==> src/rtl/enc_idx_fifo.sv <==
// enc_idx_fifo
// Buffering stage ahead of the binary-to-one-hot encoder. Producers push 4-bit
// channel indexes with a valid/ready handshake into a first-word-fall-through
// FIFO. The head entry is presented as (out_valid, out) for the encoder.
// Code 15 has no one-hot equivalent, so it is never stored. Each dropped 15 is
// counted in a saturating 8-bit counter.
//
// Optional feature: macro ENC_IDX_FIFO_BYPASS_EN. When it is defined and the
// FIFO is empty, a legal push made together with pop_en is passed straight to
// the output in the same cycle and is not stored.
//
// Ports:
//   clk        clock, rising edge
//   rst        synchronous active-high reset
//   in_valid   producer offers an index
//   in         producer index (0..15)
//   in_ready   FIFO can accept (= !full)
//   pop_en     downstream consumes the head this cycle
//   out_valid  head entry present
//   out        head index (0 when empty)
//   level      number of stored entries (0..DEPTH)
//   full       level == DEPTH
//   empty      level == 0
//   drop_cnt   saturating count of dropped code-15 pushes
module enc_idx_fifo #(
    parameter int DEPTH = 8,
    localparam int LW = $clog2(DEPTH + 1)
) (
    input  logic          clk,
    input  logic          rst,
    input  logic          in_valid,
    input  logic [3:0]    in,
    output logic          in_ready,
    input  logic          pop_en,
    output logic          out_valid,
    output logic [3:0]    out,
    output logic [LW-1:0] level,
    output logic          full,
    output logic          empty,
    output logic [7:0]    drop_cnt
);

    localparam int AW = $clog2(DEPTH);

    logic [3:0]    mem [DEPTH];
    logic [AW-1:0] wr_ptr;
    logic [AW-1:0] rd_ptr;

    logic push_try;
    logic legal;
    logic drop;
    logic bypass;
    logic wr_en;
    logic rd_en;

    assign full     = (level == LW'(DEPTH));
    assign empty    = (level == '0);
    // No pass-through when full, even if a pop happens in the same cycle.
    assign in_ready = !full;

    assign push_try = in_valid && in_ready;
    assign legal    = (in != 4'hF);
    assign drop     = push_try && !legal;

`ifdef ENC_IDX_FIFO_BYPASS_EN
    assign bypass = empty && push_try && legal && pop_en;
`else
    assign bypass = 1'b0;
`endif

    // A bypassed index is consumed on its way through and never written.
    assign wr_en = push_try && legal && !bypass;
    assign rd_en = !empty && pop_en;

    always_ff @(posedge clk) begin
        if (rst) begin
            wr_ptr   <= '0;
            rd_ptr   <= '0;
            level    <= '0;
            drop_cnt <= '0;
        end else begin
            if (wr_en) begin
                wr_ptr <= wr_ptr + AW'(1);
            end
            if (rd_en) begin
                rd_ptr <= rd_ptr + AW'(1);
            end
            case ({wr_en, rd_en})
                2'b10:   level <= level + LW'(1);
                2'b01:   level <= level - LW'(1);
                default: level <= level;
            endcase
            if (drop && (drop_cnt != 8'hFF)) begin
                drop_cnt <= drop_cnt + 8'd1;
            end
        end
    end

    // Storage needs no reset: entries are only visible through the pointers.
    always_ff @(posedge clk) begin
        if (wr_en) begin
            mem[wr_ptr] <= in;
        end
    end

    always_comb begin
        out_valid = !empty;
        out       = empty ? 4'd0 : mem[rd_ptr];
        if (bypass) begin
            out_valid = 1'b1;
            out       = in;
        end
    end

endmodule

==> config.mk <==
export PLATFORM = sky130hd
export DESIGN_NAME = enc_idx_fifo
export DESIGN_NICKNAME = d
export VERILOG_FILES = /design/src/rtl/enc_idx_fifo.sv
export SDC_FILE = /design/constraint.sdc
export NUM_CORES = 1
export LEC_CHECK = 0
export CAP_MARGIN = 0
export CORE_MARGIN = 5
export CORE_UTILIZATION = 54
export DETAILED_ROUTE_END_ITERATION = 8
export HOLD_SLACK_MARGIN = 0.1
export PLACE_DENSITY = 0.87
export SLEW_MARGIN = 40
export SYNTH_ARGS = -nofsm -noshare
export SYNTH_HDL_FRONTEND = slang
export SYNTH_SLANG_ARGS = --single-unit
export TNS_END_PERCENT = 1
==> constraint.sdc <==
create_clock -name clk -period 3.5 [get_ports clk]
set_input_delay 0.875 -clock clk [delete_from_list [all_inputs] [get_ports clk]]
set_output_delay 0.875 -clock clk [all_outputs]
set_load 0.02 [all_outputs]
== Yosys cells after proc, flatten, opt, wreduce, memory -nomap -nowiden ==
Memories as Yosys holds them, arrays and structs flattened. A register that Yosys moved wholly into a read port is not among the register bits.
Index checks and enable logic that the tools add are counted.

* Bits in registers: 18
* Bits in writable memories: 32
* Output and inout bits: 20
* Logic and storage cells: 31
* Memories: 1

* Add/subtract/negate cells: 5
* Eq/ne operators: 5
* Multiplexer cells: 6
* Reductions and logical operators: 10

{| class="wikitable"
|+ Memories
! memory !! words !! bits a word !! read ports !! clocked after memory_dff !! write ports !! RTL line !! text
|-
| mem || 8 || 4 || 1 || 1 || 1 || 45 || <nowiki>logic [3:0] mem [DEPTH];</nowiki>
|}

{| class="wikitable"
|+ Operator list
! kind !! count
|-
| adder 8 x 1 -> 8 bit, second input constant || 1
|-
| != test 8 bit, second input constant || 1
|-
| case mux 4 bit (2 select lines) || 1
|-
| adder 3 x 1 -> 3 bit, second input constant || 2
|-
| 2-to-1 mux 3 bit || 2
|-
| logical AND 1 bit || 5
|-
| adder 4 x 1 -> 4 bit, second input constant || 1
|-
| == test 4 bit, second input constant || 1
|-
| logical NOT 4 bit || 1
|-
| 2-to-1 mux 4 bit || 1
|-
| != test 4 bit, second input constant || 1
|-
| subtractor 4 x 1 -> 4 bit, second input constant || 1
|-
| logical NOT 1 bit || 3
|-
| == test 2 x 1 -> 1 bit, second input constant || 1
|-
| == test 2 bit, second input constant || 1
|-
| 2-to-1 mux 1 bit || 2
|-
| nonzero test 2 bit || 1
|}

== Longest topological paths before layout ==
Gate-level depths: netlist of run 1.

* Word-level depth: 6
* Gate-level depth with buffers: 12
* Mapped depth without buffers: 10

== Worst setup path before layout of run 1 ==
OpenSTA, ideal clock, no wires.

* Path kind: register to register
* From: register level[1]
* To: register level[2]
* Library setup time: 70 ps
* Data arrival time: 2,607 ps
* Data required time: 3,430 ps
* Setup slack: 823 ps
* Stages on the path, launching flop included: 12
* Buffers on the path: 2
* Period minus slack after synthesis: 2,677 ps
* Cells stage by stage: dfxtp_1 buf_4 or4b_1 buf_6 nand3_1 ha_1 xor2_1 ha_1 a21oi_1 xor2_1 or3_1 a21oi_1

* Word-level cells in the longest chain between the ends: 6
* Elaborated cells on any way between the ends: 13
* Classes of those cells: add/sub (2); eq/ne (3); mux (1); reduce/logical (7)

{| class="wikitable"
|+ Ends and longest elaborated chain
! element !! RTL line !! text
|-
| start, declared || 37 || <nowiki>output logic [LW-1:0] level,</nowiki>
|-
| start signal, assigned || 89 || <nowiki>2'b10: level <= level + LW'(1);</nowiki>
|-
| start signal, assigned || 90 || <nowiki>2'b01: level <= level - LW'(1);</nowiki>
|-
| start signal, assigned || 91 || <nowiki>default: level <= level;</nowiki>
|-
| == test 4 bit (*) || 56 || <nowiki>assign full = (level == LW'(DEPTH));</nowiki>
|-
| logical NOT 1 bit (*) || 59 || <nowiki>assign in_ready = !full;</nowiki>
|-
| named net in_ready || 33 || <nowiki>output logic in_ready,</nowiki>
|-
| logical AND 1 bit (*) || 61 || <nowiki>assign push_try = in_valid && in_ready;</nowiki>
|-
| logical AND 1 bit (*) || 72 || <nowiki>assign wr_en = push_try && legal && !bypass;</nowiki>
|-
| == test 2 x 1 -> 1 bit or == test 2 bit (tied branches) || 88 || <nowiki>case ({wr_en, rd_en})</nowiki>
|-
| case mux 4 bit (2 select lines) or nonzero test 2 bit (tied branches) || n/a ||
|}

The timed path passes the listed nets; every way through them passes the cells marked *.
A chain may end at the register's enable or synchronous reset.

==> flow_metrics.env, run 1 <==
export IMPL_outcome="finished, final reports clean"
export IMPL_antenna_cells=0
export IMPL_grt_overflow_total=0
export IMPL_max_cap_violations=0
export IMPL_postSynthAreaPerCell_um2=13.0
export IMPL_path_clk_slew_ns=0.08
export IMPL_wirelength_mm=4.46
export IMPL_setup_violations=0
export IMPL_final_core_util_pct=68.0
export IMPL_netlist_area_um2=2300
export IMPL_synth_edff_count=32
export IMPL_hold_viol_final=0
export IMPL_cp_max_fo=8
export IMPL_yosysSeqAreaShare_pct=60.1
export IMPL_placed_cells=256
export IMPL_core_area_um2=4060
export IMPL_synthFlopType="edfxtp_1"
export IMPL_endpoint_kind="output pin"
export IMPL_ir_worst_vdd_uv=434
export IMPL_ys_top_cells_by_count="edfxtp_1 (32), dfxtp_1 (21), nor2_1 (21), a21oi_1 (9)"
export IMPL_stdcell_area_um2=2760
export IMPL_fin_cells=264
export IMPL_ctsResizeCount=0
export IMPL_drtPass1Iterations=4
export IMPL_max_slew_margin_pct=49.4
export IMPL_dr_total_vias=1543
export IMPL_min_path_type="reg2reg"
export IMPL_fmax_mhz=315
export IMPL_ctsHoldBuffers=0
export IMPL_cts_sinks=53
export IMPL_powerDensity_nw_per_um2=615
export IMPL_grt_pass1_vias=1488
export IMPL_track_usage_pct=17.6
export IMPL_skew_ns=0.00976
export IMPL_finalSetupTns_ns=0
export IMPL_ios=28
export IMPL_rows=23
export IMPL_period_needed_ns=3.18
export IMPL_synth_seq_cells=53
export IMPL_clock_path_buffers=2
export IMPL_post_cts_buffers=0
export IMPL_wl_met2_mm=2.13
export IMPL_numCtsBuffers=5
export IMPL_synth_cells=177
export IMPL_yosys_area_top_type_share_pct=41.8
export IMPL_root_buffer="clkbuf_8"
export IMPL_drt_iter0_markers=118
export IMPL_cts_tree="built"
export IMPL_grt_max_degree=23
export IMPL_worst_pin_slew_ns=0.756
export IMPL_slew_violations=0
export IMPL_start_kind="flip-flop"
export IMPL_rsz0062_at_grt="false"
export IMPL_layout_drive_gt1_share_pct=14.0
export IMPL_yosys_warnings=0
export IMPL_hold_slack_ns=0.492
export IMPL_vias_per_cell=5.84
export IMPL_wl_met1_mm=2.01
export IMPL_die_area_um2=5660
export IMPL_crit_required_ns=2.62
export IMPL_grt_pass1_wl_mm=7.29
export IMPL_synth_largest_area_cell="edfxtp_1"
export IMPL_wl_met3_um=248
export IMPL_wl_per_cell_um=16.9
export IMPL_antenna_found_initial=0
export IMPL_die_x_um=75.3
export IMPL_syn_num_nets=191
export IMPL_async_reset_ff_share_pct=0
export IMPL_drc_errors=0
export IMPL_place_congestion=0.773
export IMPL_postPlaceCellArea_um2=2670
export IMPL_yosysMostFrequentCell="edfxtp_1"
export IMPL_htreeDepth=2
export IMPL_crit_arrival_ns=2.30
export IMPL_num_nets_final=227
export IMPL_routed_top_layer="met4"
export IMPL_place_hpwl_mm=3.07
export IMPL_portBuffers=27
export IMPL_initial_core_util_pct=56.7
export IMPL_power_leakage_uw=0.000946
export IMPL_period_share_pct=90.8
export IMPL_synth_cell_types=36
export IMPL_ant_nets=0
export IMPL_dieHeight_um=75.3
export IMPL_synth_area_top_cells="edfxtp_1 (42%), dfxtp_1 (18%), mux4_2 (7.8%), mux2i_1 (3.5%), nor2_1 (3.4%)"
export IMPL_critical_path_class="reg2out"
export IMPL_insertion_delay_ns=0.30
export IMPL_area_growth_pct=20.0
[placed cells by master, fill, tap and decap left out, types with 2 or more instances in the layout]
| cell | Yosys | final |
|---|---|---|
| clkdlybuf4s50_1 | 0 | 27 |
| o21ai_0 | 4 | 4 |
| nor3_1 | 2 | 2 |
| nor2_1 | 21 | 21 |
| mux2_2 | 2 | 2 |
| or3_1 | 2 | 2 |
| nor4_1 | 3 | 3 |
| nor4b_1 | 2 | 2 |
| clkbuf_8 | 0 | 5 |
| ha_1 | 6 | 6 |
| o31ai_1 | 2 | 2 |
| mux2i_1 | 8 | 8 |
| nand3_1 | 6 | 6 |
| clkinvlp_4 | 0 | 2 |
| dfxtp_1 | 21 | 21 |
| inv_1 | 3 | 3 |
| a21oi_1 | 9 | 9 |
| nand2b_1 | 2 | 2 |
| nor3b_1 | 3 | 3 |
| xor2_1 | 7 | 7 |
| edfxtp_1 | 32 | 32 |
| mux4_2 | 8 | 8 |
| nor2b_1 | 2 | 2 |
| buf_4 | 1 | 12 |
| nand4_1 | 6 | 6 |
| nand2_1 | 5 | 5 |
| or4_1 | 3 | 3 |
[cell type report]
| cell class | instances | area, µm² |
|---|---|---|
| Timing Repair Buffer | 39 | 360 |
| Clock buffer | 6 | 72.6 |
| Inverter | 4 | 15.0 |
| Fill cell | 302 | 1300 |
| Tap cell | 50 | 62.6 |
| Multi-Input combinational cell | 110 | 852 |
| Sequential cell | 53 | 1380 |
| Clock inverter | 2 | 15.0 |
[metal layers]
layer | GRT usage [%] | up-vias
met5 | 0 | -
met4 | 5.24 | 0
met3 | 4.27 | 10
met2 | 28.5 | 59
met1 | 23.5 | 733
li1 | - | 741
[registers in the layout, summed over array words and instances, names as in the netlist, named ones only]
register / cells
level: 4
drop_cnt: 8
rd_ptr: 3
wr_ptr: 3
mem: 32
[power by group]
group | total [µW] | switching (µW) | internal [µW] | leakage, µW
Sequential | 787 | 72.9 | 714 | 0.000461
Clock | 334 | 193 | 141 | 0.0000374
Combinational | 577 | 292 | 285 | 0.000447
Total | 1700 | 558 | 1140 | 0.000946
[logic make-up after synthesis]
kind of cell | Yosys count | share of synthesized area (%)
compound gates | 18 | 4.57
xor+xnor | 7 | 2.67
fa+ha+maj | 6 | 3.26
buf+inv | 14 | 2.88
flops | 53 | 60.1
mux | 18 | 12.3
simple gates | 61 | 14.3
[stage by stage]
step | setup WS [ns] | total power [µW]
2_1_floorplan | 0.823 | 1160
3_3_place_gp | 0.387 | 1370
3_5_place_dp | 0.277 | 1380
4_1_cts | 0.268 | 1710
5_1_grt | 0.136 | 1800
6_report | 0.321 | 1700
[critical path, stage by stage (launching register included)]
cell,delay [ns]
dfxtp_1,0.67
mux4_2,0.57
mux2i_1,0.17
nor2_1,0.06
clkdlybuf4s50_1,0.53
[final timing paths]
path / from / endpoint / slack (ns) / depth (start not counted)
max: flip-flop / out[2] / 0.32 / 4
min: rd_ptr[1] / rd_ptr[1] / 0.49 / 2
max reg2reg: level[0] / level[2] / 0.86 / 10
min reg2reg: rd_ptr[1] / rd_ptr[1] / 0.49 / 2
Power figures use the tool's default switching activity.
==> run 2: changes to the inputs <==
- CORE_MARGIN: 5 -> not set
==> run 2 against run 1 <==
Effect of this change: clock power up 22%; routed wire length fell by 4.2%; combinational power is essentially flat; global-route usage grew 3.4 points; register-to-register slack got worse by 0.03 ns; hold slack gained 0.0093 ns; core utilization grew 0.37 points; maximum frequency is 0.71% lower; sequential share of layout area shrank 0.27 points; clock-buffer cell count fell by 1; clock skew down 0.0038 ns.
==> flow_metrics.env, run 2 (synthesis results as in run 1) <==
export IMPL_cts_tree="built"
export IMPL_drt_iter0_markers=81
export IMPL_clock_path_buffers=2
export IMPL_max_cap_violations=0
export IMPL_power_total_uw=1770
export IMPL_grt_max_degree=23
export IMPL_switching_share_pct=31.7
export IMPL_max_slew_margin_pct=51.3
export IMPL_start_kind="flip-flop"
export IMPL_final_core_util_pct=68.4
export IMPL_cts_sinks=53
export IMPL_skew_ns=0.00595
export IMPL_path_buf_inv=1
export IMPL_portBuffers=27
export IMPL_critical_path_class="reg2out"
export IMPL_crit_required_ns=2.62
export IMPL_stdcell_area_um2=2770
export IMPL_htreeDepth=2
export IMPL_period_needed_ns=3.20
export IMPL_outcome="finished, final reports clean"
export IMPL_antenna_cells=0
export IMPL_path_clk_slew_ns=0.09
export IMPL_p_clk_share_pct=23.1
export IMPL_place_hpwl_mm=2.87
export IMPL_drc_errors=0
export IMPL_die_area_um2=4520
export IMPL_numCtsBuffers=5
export IMPL_core_area_um2=4060
export IMPL_grt_overflow_total=0
export IMPL_dp_slack_ns=0.277
export IMPL_post_cts_buffers=0
export IMPL_slew_violations=0
export IMPL_power_leakage_uw=0.000955
export IMPL_finalSetupTns_ns=0
export IMPL_top_register="mem"
export IMPL_top_regs="mem x32, drop_cnt x8, level x4"
export IMPL_ctsHoldBuffers=0
export IMPL_area_growth_pct=20.6
export IMPL_dieHeight_um=67.3
export IMPL_die_x_um=67.3
export IMPL_p_sw_uw=562
export IMPL_setup_violations=0
export IMPL_power_frac_seq_pct=44.5
export IMPL_ctsResizeCount=0
export IMPL_powerDensity_nw_per_um2=638
export IMPL_num_nets_final=226
export IMPL_antenna_found_initial=0
export IMPL_wl_per_cell_um=16.2
export IMPL_path_delay_family="multiplexers"
export IMPL_track_usage_pct=21.0
export IMPL_grt_pass1_vias=1377
export IMPL_fmax_mhz=312
export IMPL_hold_viol_final=0
export IMPL_wirelength_mm=4.27
export IMPL_most_common_layout_cells="edfxtp_1 (32), clkdlybuf4s50_1 (27), nor2_1 (21), dfxtp_1 (21), buf_4 (11)"
export IMPL_register_area_um2=1380
export IMPL_rsz0062_at_grt="false"
export IMPL_multi_input_area_um2=852
export IMPL_period_share_pct=91.5
export IMPL_rows=23
export IMPL_slowest_stage="dfxtp_1"
export IMPL_crit_chain="mux4_2 > mux2i_1 > nor2_1 > clkdlybuf4s50_1"
export IMPL_initial_core_util_pct=56.7
export IMPL_ant_nets=0
export IMPL_dr_total_vias=1527
export IMPL_ios=28
export IMPL_final_common_cell="edfxtp_1"
export IMPL_layout_drive_gt1_share_pct=13.6
export IMPL_largest_reg_flops=32
export IMPL_grt_pass1_wl_mm=6.69
export IMPL_cpPeakStageDelay_ns=0.68
export IMPL_insertion_delay_ns=0.31
export IMPL_crit_arrival_ns=2.33
export IMPL_root_buffer="clkbuf_8"
export IMPL_nFillCells=286
export IMPL_vias_per_cell=5.81
export IMPL_min_path_type="reg2reg"
export IMPL_postPlaceCellArea_um2=2660
export IMPL_p_int_uw=1210
export IMPL_place_congestion=0.790
export IMPL_ir_worst_vdd_uv=516
export IMPL_worst_pin_slew_ns=0.728
export IMPL_endpoint_kind="output pin"
export IMPL_drtPass1Iterations=4
export IMPL_comb_power_share_pct=32.4
export IMPL_cp_max_fo=8
export IMPL_final_setup_worst_slack_ns=0.298
==> run 2: changes by cell type in the layout (fill, tap and decap cells not counted), sizes merged <==
cell      change
bufinv        +1
clkinv        +1
clkinvlp      -1
buf           -1
clkbuf        -1
==> run 2: per-layer routing <==
layer	vias up	routed length, µm	GRT usage (%)
li1	735	-	-
met1	743	1970	27.4
met2	38	2020	32.0
met3	11	186	5.24
met4	0	96	11.4
met5	-	0	0
==> run 2: worst paths after layout <==
path / slack, ns / end / depth (start not counted) / start
max: 0.30 / out[2] / 4 / flip-flop
min: 0.50 / rd_ptr[1] / 2 / rd_ptr[1]
max reg2reg: 0.83 / level[2] / 10 / level[0]
min reg2reg: 0.50 / rd_ptr[1] / 2 / rd_ptr[1]
==> run 2: layout make-up <==
type	count	area share [%]
clock inverters	3	1.49
clock buffers	5	2.48
repair buffers	38	12.7
multi-input cells	110	30.7
inverters	4	0.541
well taps	50	2.26
flip-flops and latches	53	49.8
==> run 2: power groups by stage <==
stage          clock network (µW)  registers, µW  logic (µW)
2_1_floorplan                   0            777         384
3_3_place_gp                    0            800         562
3_5_place_dp                    0            801         572
4_1_cts                       410            789         579
5_1_grt                       437            801         621
6_report                      408            788         574
==> run 2: stage by stage <==
stage | cells | hold slack (ns)
floorplan | 177 | 0.454
global placement | 255 | 0.476
detailed placement | 255 | 0.496
CTS | 263 | 0.508
global route | 263 | 0.535
finish | 263 | 0.502
==> run 2: worst reg2reg max path: stages (launching register included) <==
cell and delay (ns):
dfxtp_1 0.38, or4_1 0.65, nand2_1 0.17, inv_1 0.08, ha_1 0.25, xor2_1 0.17, ha_1 0.18, a21oi_1 0.14
xor2_1 0.10, or3_1 0.33, a21oi_1 0.14
==> run 3: changes to the inputs <==
- MAX_ROUTING_LAYER: not set -> met4
- RECOVER_POWER: not set -> 50
- clock period: 3.5 -> 3 ns (I/O delays scaled with it)
==> run 3 against run 2 <==
Effect of this change: combinational power rose by 23%; critical path depth unchanged; sequential power up 14%; global-route usage increased by 1.5 points; total power rose by 17%; cell count grew 2.3%; critical endpoint unchanged; register-to-register slack lost 0.40 ns; routed wire length increased by 2.7%; design area grew 1.1%; clock skew grew 0.0054 ns; clock-buffer cell count rose by 1; clock power increased by 16%.
==> flow_metrics.env, run 3 (synthesis results as in run 1) <==
export IMPL_core_area_um2=4060
export IMPL_slew_violations=0
export IMPL_worst_pin_slew_ns=0.770
export IMPL_cts_tree="built"
export IMPL_slowest_stage="or4_1"
export IMPL_drt_iter0_markers=111
export IMPL_cpPeakStageDelay_ns=0.64
export IMPL_path_delay_family="buffers and inverters"
export IMPL_drc_errors=0
export IMPL_dieHeight_um=67.3
export IMPL_period_needed_ns=2.88
export IMPL_endpoint_kind="output pin"
export IMPL_layout_drive_gt1_share_pct=13.7
export IMPL_cts_sinks=53
export IMPL_fin_cells=269
export IMPL_stdcell_area_um2=2800
export IMPL_numCtsBuffers=5
export IMPL_crit_arrival_ns=2.13
export IMPL_cp_max_fo=7
export IMPL_max_slew_margin_pct=48.5
export IMPL_insertion_delay_ns=0.30
export IMPL_max_cap_violations=0
export IMPL_dr_total_vias=1534
export IMPL_top_regs="mem x32, drop_cnt x8, level x4"
export IMPL_power_leakage_uw=0.00102
export IMPL_portBuffers=27
export IMPL_vias_per_cell=5.70
export IMPL_rows=23
export IMPL_placed_cells=261
export IMPL_crit_chain="or4_1 > inv_1 > nor2_1 > clkdlybuf4s50_1"
export IMPL_die_area_um2=4520
export IMPL_ctsHoldBuffers=0
export IMPL_path_buf_inv=2
export IMPL_ios=28
export IMPL_grt_pass1_vias=1453
export IMPL_top_register="mem"
export IMPL_track_usage_pct=22.5
export IMPL_powerDensity_nw_per_um2=740
export IMPL_ant_nets=0
export IMPL_largest_reg_flops=32
export IMPL_antenna_cells=0
export IMPL_setup_violations=0
export IMPL_htreeDepth=2
export IMPL_start_kind="flip-flop"
export IMPL_grt_pass1_wl_mm=6.96
export IMPL_die_x_um=67.3
export IMPL_rrSetupSlack_ns=0.43
export IMPL_critical_path_class="reg2out"
export IMPL_most_common_layout_cells="edfxtp_1 (32), nor2_1 (21), dfxtp_1 (21)"
export IMPL_num_nets_final=232
export IMPL_crit_required_ns=2.25
export IMPL_postPlaceCellArea_um2=2710
export IMPL_initial_core_util_pct=56.7
export IMPL_grt_max_degree=23
export IMPL_final_common_cell="edfxtp_1"
export IMPL_ir_worst_vdd_uv=603
export IMPL_wl_per_cell_um=16.3
export IMPL_path_clk_slew_ns=0.09
export IMPL_outcome="finished, final reports clean"
export IMPL_grt_overflow_total=0
export IMPL_place_congestion=0.784
export IMPL_area_growth_pct=21.9
export IMPL_period_share_pct=96.0
export IMPL_min_path_type="reg2reg"
export IMPL_finalSetupTns_ns=0
export IMPL_drtPass1Iterations=4
export IMPL_hold_viol_final=0
export IMPL_root_buffer="clkbuf_8"
export IMPL_place_hpwl_mm=3.16
export IMPL_clock_path_buffers=2
export IMPL_rsz0062_at_grt="false"
export IMPL_fmax_mhz=347
export IMPL_hold_slack_ns=0.489
export IMPL_antenna_found_initial=0
export IMPL_wirelength_mm=4.39
export IMPL_skew_ns=0.0114
run 3: changes by cell type in the layout (fill, tap and decap cells not counted), sizes merged:
cell | previous run | this run
buf | 11 | 12
clkbuf | 5 | 11
clkdlybuf4s50 | 27 | 11
clkinvlp | 1 | 0
dlygate4sd3 | 0 | 15
dlymetal6s2s | 0 | 1
run 3: layout make-up:
class / instances / area (µm²)
Inverter: 4 / 15.0
Sequential cell: 53 / 1380
Timing Repair Buffer: 44 / 382
Fill cell: 316 / 1250
Tap cell: 50 / 62.6
Clock buffer: 6 / 72.6
Multi-Input combinational cell: 110 / 852
Clock inverter: 2 / 38.8
run 3: routing by layer:
metal	track usage [%]	routed length (µm)	vias to the layer above
li1	-	-	747
met1	27.4	1940	737
met2	36.5	2170	40
met3	4.56	180	10
met4	9.04	91	0
met5	-	0	-
run 3: metrics by stage:
stage,setup WS [ns],total power [µW],utilization (%)
finish,0.121,2080,69.1
global route,0.0174,2200,69.1
CTS,0.0809,2110,69.5
detailed placement,-0.0242,1640,66.8
global placement,0.0692,1620,66.8
floorplan,0.323,1350,-
run 3: report_power, final:
part,leakage [µW],internal (µW),switching (µW)
sequential,0.000461,833,63.0
combinational,0.000501,341,365
clock,0.0000554,251,223
run 3: path summary, 6_finish.rpt:
path / startpoint / endpoint / cells after the start
max: level[0] / out[2] / 4
min: rd_ptr[1] / flip-flop / 2
max reg2reg: level[0] / level[2] / 10
min reg2reg: rd_ptr[1] / flip-flop / 2
run 3: timing repair:
item                                    CTS  global route
resized for setup                         0             1
endpoints found under the setup margin    0             1
setup buffers                             0             0
run 3: worst reg2reg max path: stages (launching register included):
cell	delay [ns]
dfxtp_1	0.37
or4_1	0.64
nand2_1	0.17
inv_1	0.09
ha_1	0.22
xor2_1	0.16
ha_1	0.18
a21oi_1	0.14
xor2_1	0.09
or3_1	0.31
a21oi_1	0.13
